==> src/rtl/vga_pkg.sv <==
`default_nettype none
// ============================================================================
//  Module   : vga_pkg
//  Purpose  : Shared types and constants for the VGA display-mode path:
//             mode width, mode-sequencer state encoding and mode stepping.
//  Revision : 1.0 - initial release
// ============================================================================
package vga_pkg;

  // Width of the display-mode bus seen by the mode consumer.
  localparam int unsigned MODE_W = 4;

  // Mode-sequencer states.
  typedef enum logic [1:0] {
    ST_IDLE   = 2'd0,
    ST_ARMED  = 2'd1,
    ST_COMMIT = 2'd2
  } state_t;

  // Step to the next mode, wrapping to 0 after num_modes-1; any out-of-range
  // value also lands on 0 so an illegal code can never propagate.
  function automatic logic [MODE_W-1:0] next_mode(input logic [MODE_W-1:0] m,
                                                  input int unsigned      num_modes);
    if (({{(32-MODE_W){1'b0}}, m} + 32'd1) >= num_modes) begin
      return '0;
    end
    return m + MODE_W'(1);
  endfunction

endpackage
`default_nettype wire

==> src/rtl/key_debounce.sv <==
`default_nettype none
// ============================================================================
//  Module   : key_debounce
//  Purpose  : Two-flop synchronizer plus level debouncer for a raw push-button.
//             Emits a one-cycle press pulse on the debounced 0->1 edge; a
//             release produces nothing.
//  Revision : 1.0 - initial release
// ============================================================================
module key_debounce #(
  parameter int unsigned DEBOUNCE_CYCLES = 1000000
) (
  input  logic sys_clk,
  input  logic sys_rstn,
  input  logic key_raw,
  output logic press_pulse
);

  localparam int unsigned      CNT_W    = $clog2(DEBOUNCE_CYCLES + 1);
  localparam logic [CNT_W-1:0] CNT_LAST = CNT_W'(DEBOUNCE_CYCLES - 1);

  logic             sync1_q, sync1_d;
  logic             sync2_q, sync2_d;
  logic             lvl_q,   lvl_d;
  logic [CNT_W-1:0] cnt_q,   cnt_d;
  logic             press_q, press_d;

  // Next-state: shift the synchronizer, count consecutive disagreeing samples,
  // flip the level on the last one, and flag a rising level as a press.
  always_comb begin
    sync1_d = key_raw;
    sync2_d = sync1_q;
    lvl_d   = lvl_q;
    cnt_d   = '0;
    if (sync2_q != lvl_q) begin
      if (cnt_q == CNT_LAST) begin
        lvl_d = sync2_q;
      end else begin
        cnt_d = cnt_q + CNT_W'(1);
      end
    end
    press_d = lvl_d & ~lvl_q;
  end

  // State registers with asynchronous active-low reset.
  always_ff @(posedge sys_clk or negedge sys_rstn) begin
    if (!sys_rstn) begin
      sync1_q <= 1'b0;
      sync2_q <= 1'b0;
      lvl_q   <= 1'b0;
      cnt_q   <= '0;
      press_q <= 1'b0;
    end else begin
      sync1_q <= sync1_d;
      sync2_q <= sync2_d;
      lvl_q   <= lvl_d;
      cnt_q   <= cnt_d;
      press_q <= press_d;
    end
  end

  assign press_pulse = press_q;

endmodule
`default_nettype wire

==> src/rtl/vga_mode_ctrl.sv <==
`default_nettype none
// ============================================================================
//  Module   : vga_mode_ctrl
//  Purpose  : Display-mode sequencer. A debounced key press or an automatic
//             frame-count timeout arms a request; the request commits at the
//             next frame_start so the mode only changes during blanking.
//  Revision : 1.0 - initial release
// ============================================================================
module vga_mode_ctrl
  import vga_pkg::*;
#(
  parameter int unsigned DEBOUNCE_CYCLES = 1000000,
  parameter int unsigned AUTO_FRAMES     = 120,
  parameter int unsigned NUM_MODES       = 11
) (
  input  logic              sys_clk,
  input  logic              sys_rstn,
  input  logic              key,
  input  logic              frame_start,
  input  logic              auto_en,
  output logic [MODE_W-1:0] mode,
  output logic              mode_changed,
  output logic              pending
);

  localparam int unsigned      TMR_W    = $clog2(AUTO_FRAMES + 1);
  localparam logic [TMR_W-1:0] TMR_LAST = TMR_W'(AUTO_FRAMES - 1);

  logic              press;
  logic              auto_ev;
  state_t            state_q, state_d;
  logic [MODE_W-1:0] mode_q, mode_d;
  logic              mode_changed_q, mode_changed_d;
  logic              pending_q, pending_d;
  logic [TMR_W-1:0]  tmr_q, tmr_d;

  key_debounce #(
    .DEBOUNCE_CYCLES (DEBOUNCE_CYCLES)
  ) u_key_debounce (
    .sys_clk     (sys_clk),
    .sys_rstn    (sys_rstn),
    .key_raw     (key),
    .press_pulse (press)
  );

  // Frame timer: counts frames while enabled, fires on the last one, and is
  // cleared by any commit so the auto period restarts after a manual advance.
  always_comb begin
    auto_ev = auto_en & frame_start & (tmr_q == TMR_LAST);
    tmr_d   = tmr_q;
    if (!auto_en || (state_q == ST_COMMIT)) begin
      tmr_d = '0;
    end else if (frame_start) begin
      tmr_d = (tmr_q == TMR_LAST) ? '0 : tmr_q + TMR_W'(1);
    end
  end

  // Sequencer next-state: events only register in IDLE, so extra requests
  // while armed or committing are dropped; the mode steps in COMMIT.
  always_comb begin
    state_d        = state_q;
    mode_d         = mode_q;
    mode_changed_d = 1'b0;
    case (state_q)
      ST_IDLE: begin
        if (press || auto_ev) begin
          state_d = ST_ARMED;
        end
      end
      ST_ARMED: begin
        if (frame_start) begin
          state_d = ST_COMMIT;
        end
      end
      ST_COMMIT: begin
        state_d        = ST_IDLE;
        mode_d         = next_mode(mode_q, NUM_MODES);
        mode_changed_d = 1'b1;
      end
      default: begin
        state_d = ST_IDLE;
      end
    endcase
    pending_d = (state_d == ST_ARMED);
  end

  // Sequencer, timer and output registers with asynchronous active-low reset.
  always_ff @(posedge sys_clk or negedge sys_rstn) begin
    if (!sys_rstn) begin
      state_q        <= ST_IDLE;
      mode_q         <= '0;
      mode_changed_q <= 1'b0;
      pending_q      <= 1'b0;
      tmr_q          <= '0;
    end else begin
      state_q        <= state_d;
      mode_q         <= mode_d;
      mode_changed_q <= mode_changed_d;
      pending_q      <= pending_d;
      tmr_q          <= tmr_d;
    end
  end

  assign mode         = mode_q;
  assign mode_changed = mode_changed_q;
  assign pending      = pending_q;

endmodule
`default_nettype wire
==> config.mk <==
export PLATFORM = sky130hd
export DESIGN_NAME = vga_mode_ctrl
export DESIGN_NICKNAME = d
export VERILOG_FILES = /design/src/rtl/vga_pkg.sv /design/src/rtl/key_debounce.sv /design/src/rtl/vga_mode_ctrl.sv
export SDC_FILE = /design/constraint.sdc
export NUM_CORES = 1
export LEC_CHECK = 0
export ABC_AREA = 0
export BUFFER_PORTS_ARGS = -buffer_cell sky130_fd_sc_hd__buf_2
export CAP_MARGIN = 20
export CORE_ASPECT_RATIO = 0.6
export CORE_UTILIZATION = 45
export CTS_CLUSTER_DIAMETER = 50
export CTS_CLUSTER_SIZE = 30
export DETAILED_ROUTE_END_ITERATION = 10
export GPL_ROUTABILITY_DRIVEN = 0
export PLACE_DENSITY = 0.67
export SETUP_SLACK_MARGIN = 0.15
export SYNTH_ARGS = -nofsm -noshare
export SYNTH_HDL_FRONTEND = slang
export SYNTH_SLANG_ARGS = --single-unit
==> constraint.sdc <==
create_clock -name sys_clk -period 3.7 [get_ports sys_clk]
set_input_delay 0.185 -clock sys_clk [delete_from_list [all_inputs] [get_ports sys_clk]]
set_output_delay 0.185 -clock sys_clk [all_outputs]
set_load 0.02 [all_outputs]
==> flow_summary.rst <==
.. list-table::
   :header-rows: 1

   * - Metric
     - Value
   * - Clock period minus final worst setup slack
     - 1780 ps
   * - Seq/Total Area, Yosys
     - 0.517
   * - Final Worst Setup Slack
     - roughly 1900 ps
   * - Power density over the cells
     - ~360 nW/µm²
   * - Number of nets in the synthesized netlist
     - 198
   * - Most common library cells after synthesis
     - sky130_fd_sc_hd__dfrtp_1 (39), sky130_fd_sc_hd__nor2_1 (21), sky130_fd_sc_hd__a21oi_1 (12), sky130_fd_sc_hd__nand3_1 (12), sky130_fd_sc_hd__nand2_1 (11)
   * - Cell area after technology mapping
     - 1890 µm²
   * - Worst setup path category
     - register to register
   * - Critical Path Source Type
     - register
   * - Flop2flop setup slack
     - around 1900 ps
   * - TritonCTS clock tree
     - done
   * - Pre-CTS setup slack
     - 1920 ps
   * - Worst rel slew slack
     - 0.428
   * - Number of remaining DRC errors
     - 0
   * - Crit share post-route
     - 0.481
   * - Via count of the routed design
     - 1504
   * - Number of cell rows
     - 17
   * - Layout Skew
     - 6.09 ps
   * - Top_reg_cell synth
     - sky130_fd_sc_hd__dfrtp_1
   * - Total of buffers placed on input and output ports
     - 10
   * - F_max
     - 562 MHz
   * - Layout overhead on the synthesized area
     - 12.1%
   * - Total number of clock tree sinks
     - 39
   * - Initial DRC count
     - 191
   * - Accumulated negative setup slack
     - 0 ps
   * - Synth Instances
     - approximately 190
   * - Layout filler cell count
     - 339
   * - Total gr overflow
     - 0
   * - Area enclosed by the die boundary
     - 4470 µm²
   * - Die Span X
     - 85.7 µm
   * - Worst-margin pin slew
     - 858 ps
   * - Reported max-cap violation count
     - 0
   * - Worst ir drop on vdd
     - 0.203 mV
   * - Via count of the first global-routing pass
     - 1389
   * - Starting density of the core
     - 0.491
   * - Post-CTS setup buffers
     - 0
   * - Share of layout cells above drive strength 1
     - 0.117
   * - Warnings, synthesis
     - 0
   * - Clock tree root driver cell
     - sky130_fd_sc_hd__clkbuf_8
   * - Library cells used by synthesis
     - 39
   * - Chip Height
     - approximately 52 µm
   * - Leakage power summed over all cells
     - 0.920 nW
   * - Data arrival time of the critical path
     - a little under 2000 ps
   * - Final WL
     - ~3.5 mm
   * - Asr flop ratio synth
     - 1.00
   * - # diodes
     - 0
   * - ANT nets after route
     - 0
   * - Hold crit path type
     - input pin to asynchronous set/reset pin
   * - Placed wire-length estimate after detailed placement
     - approximately 2.6 mm
   * - Initial antenna violation count
     - 0
   * - Drt via density
     - around 5.7
   * - Flip-flop and latch count after synthesis
     - 39
   * - Number of setup violations in the final report
     - 0
   * - Most common cell in the synthesized netlist
     - sky130_fd_sc_hd__dfrtp_1
   * - Maximum level of the CTS H-tree
     - 2
   * - I/O pin cnt
     - 11
   * - Area share of the largest cell type after synthesis
     - 0.517
   * - Status
     - complete, no violations
   * - Number of iterations in the first detailed-routing pass
     - 4
   * - RSZ-0062 raised after global routing
     - false
   * - Number of buffers added by the clock tree synthesis step
     - 5
   * - Clock Latency Late Sink
     - 280 ps
   * - Most area-hungry cell type in the Yosys netlist
     - sky130_fd_sc_hd__dfrtp_1
   * - Final Max Tran Viols
     - 0
   * - Largest net degree at the start of global routing
     - 40
   * - Final Hold Fails
     - 0
   * - Crit path max fanout
     - 8
   * - EDFF count, synth
     - 0
   * - Area of the core region
     - just under 4000 µm²
   * - GRT Overall Usage
     - 0.186
   * - Routed WL per cell
     - 13.5 µm
   * - Buffers from clock root to sink, at most
     - 2
   * - Endpoint required time on the critical path
     - 3910 ps
   * - Wire length of the first global-routing pass
     - 6.27 mm
   * - Worst-path clk slew
     - ~70 ps
   * - Post-synthesis average cell area
     - 10.0 µm²
   * - Dominant cells by area after synthesis
     - sky130_fd_sc_hd__dfrtp_1 (52%), sky130_fd_sc_hd__nor2_1 (4.2%), sky130_fd_sc_hd__xnor2_1 (3.7%)
   * - Critical Path Sink Type
     - register
   * - Final #Nets
     - 213
-- cell usage in the layout (no fill, tap or decap), types with 2 or more instances in the layout --
cell type	netlist	routed
sky130_fd_sc_hd__dfrtp_1	39	39
sky130_fd_sc_hd__or3_1	6	6
sky130_fd_sc_hd__nor3_1	7	7
sky130_fd_sc_hd__and4_1	3	3
sky130_fd_sc_hd__ha_1	4	4
sky130_fd_sc_hd__clkbuf_8	0	7
sky130_fd_sc_hd__o41ai_1	2	2
sky130_fd_sc_hd__nand2_1	11	11
sky130_fd_sc_hd__o21ai_0	7	7
sky130_fd_sc_hd__a21oi_1	12	12
sky130_fd_sc_hd__nand3_1	12	12
sky130_fd_sc_hd__xnor2_1	8	8
sky130_fd_sc_hd__inv_1	7	7
sky130_fd_sc_hd__nand4_1	7	7
sky130_fd_sc_hd__nand4b_1	2	2
sky130_fd_sc_hd__buf_2	1	10
sky130_fd_sc_hd__and3_1	4	4
sky130_fd_sc_hd__xor2_1	7	7
sky130_fd_sc_hd__a211oi_1	2	2
sky130_fd_sc_hd__o31ai_1	3	2
sky130_fd_sc_hd__nor2_1	21	21
sky130_fd_sc_hd__nor4_1	4	4
-- timing repair --
item | 4_1_cts | 5_1_grt
hold buffers | 1 | 0
gates resized for setup | 0 | 0
endpoints found under the hold margin | 1 | 0
-- cell type report --
cell class	instances	area, µm²	share of cell area
Clock buffer	8	100	0.0473
Inverter	7	26.3	0.0124
Multi-Input combinational cell	139	876	0.414
Sequential cell	39	976	0.461
Tap cell	57	71.3	0.0337
Timing Repair Buffer	12	67.6	0.0319
-- routing by layer --
layer / vias up / GRT usage / share of wire / wire length [µm]
li1: 719 / - / - / -
met1: 729 / 0.251 / 0.48 / 1700
met2: 51 / 0.296 / 0.45 / 1580
met3: 5 / 0.0520 / 0.064 / 224
met4: 0 / 0.0583 / 0.0062 / 22
met5: - / 0 / 0 / 0
-- flip-flops by register name (all words and copies together) (netlist names) --
register,count
mode,4
mode_changed,1
pending,1
state_q,2
tmr_q,7
u_key_debounce.cnt_q,20
u_key_debounce.lvl_q,1
u_key_debounce.press_pulse,1
u_key_debounce.sync1_q,1
u_key_debounce.sync2_q,1
-- worst max-delay path, stage by stage, from the launching register on --
cell	delay (ps)
sky130_fd_sc_hd__dfrtp_1	460
sky130_fd_sc_hd__nand4_2	180
sky130_fd_sc_hd__or3_1	500
sky130_fd_sc_hd__or4_4	450
sky130_fd_sc_hd__a21oi_2	130
-- worst paths after layout --
| path | from | endpoint | cells past startpoint |
|---|---|---|---|
| max | u_key_debounce.cnt_q[7]$_DFF_PN0_ | u_key_debounce.cnt_q[18]$_DFF_PN0_ | 4 |
| min | sys_rstn | tmr_q[1]$_DFFE_PN0P_ | 1 |
| max reg2reg | u_key_debounce.cnt_q[7]$_DFF_PN0_ | u_key_debounce.cnt_q[18]$_DFF_PN0_ | 4 |
| min reg2reg | u_key_debounce.sync1_q$_DFF_PN0_ | u_key_debounce.sync2_q$_DFF_PN0_ | 0 |
| max in group asynchronous | sys_rstn | u_key_debounce.cnt_q[1]$_DFF_PN0_ | 1 |
| min in group sys_clk | frame_start | state_q[0]$_DFF_PN0_ | 2 |
-- report_power, final --
group | total, mW | internal (mW) | switching (mW)
combinational | 0.0283 | 0.00848 | 0.0198
sequential | 0.438 | 0.432 | 0.00658
clock | 0.306 | 0.170 | 0.136
total | 0.773 | 0.610 | 0.163
-- cells by family after synthesis --
kind of cell	Yosys count	synth area share
DFF	39	0.517
and+or+nand+nor	85	0.242
AOI/OAI and AO/OA	33	0.111
adders and majority gates	4	0.0265
buffers and inverters	11	0.0225
muxes	2	0.0113
xor gates and xnor gates	15	0.0695
-- stage by stage --
stage                     power (mW)  hold slack [ps]   util  std cells  area (µm²)
after detailed placement       0.475              296  0.521        253        2010
after floorplan                0.459             -111      -        189        1890
final                          0.773             13.5  0.550        262        2120
after global placement         0.474              295  0.521        253        2010
after CTS                      0.786             38.8  0.550        262        2120
after global routing           0.810             69.8  0.550        262        2120
No activity file was read; power rests on OpenSTA's default activity.
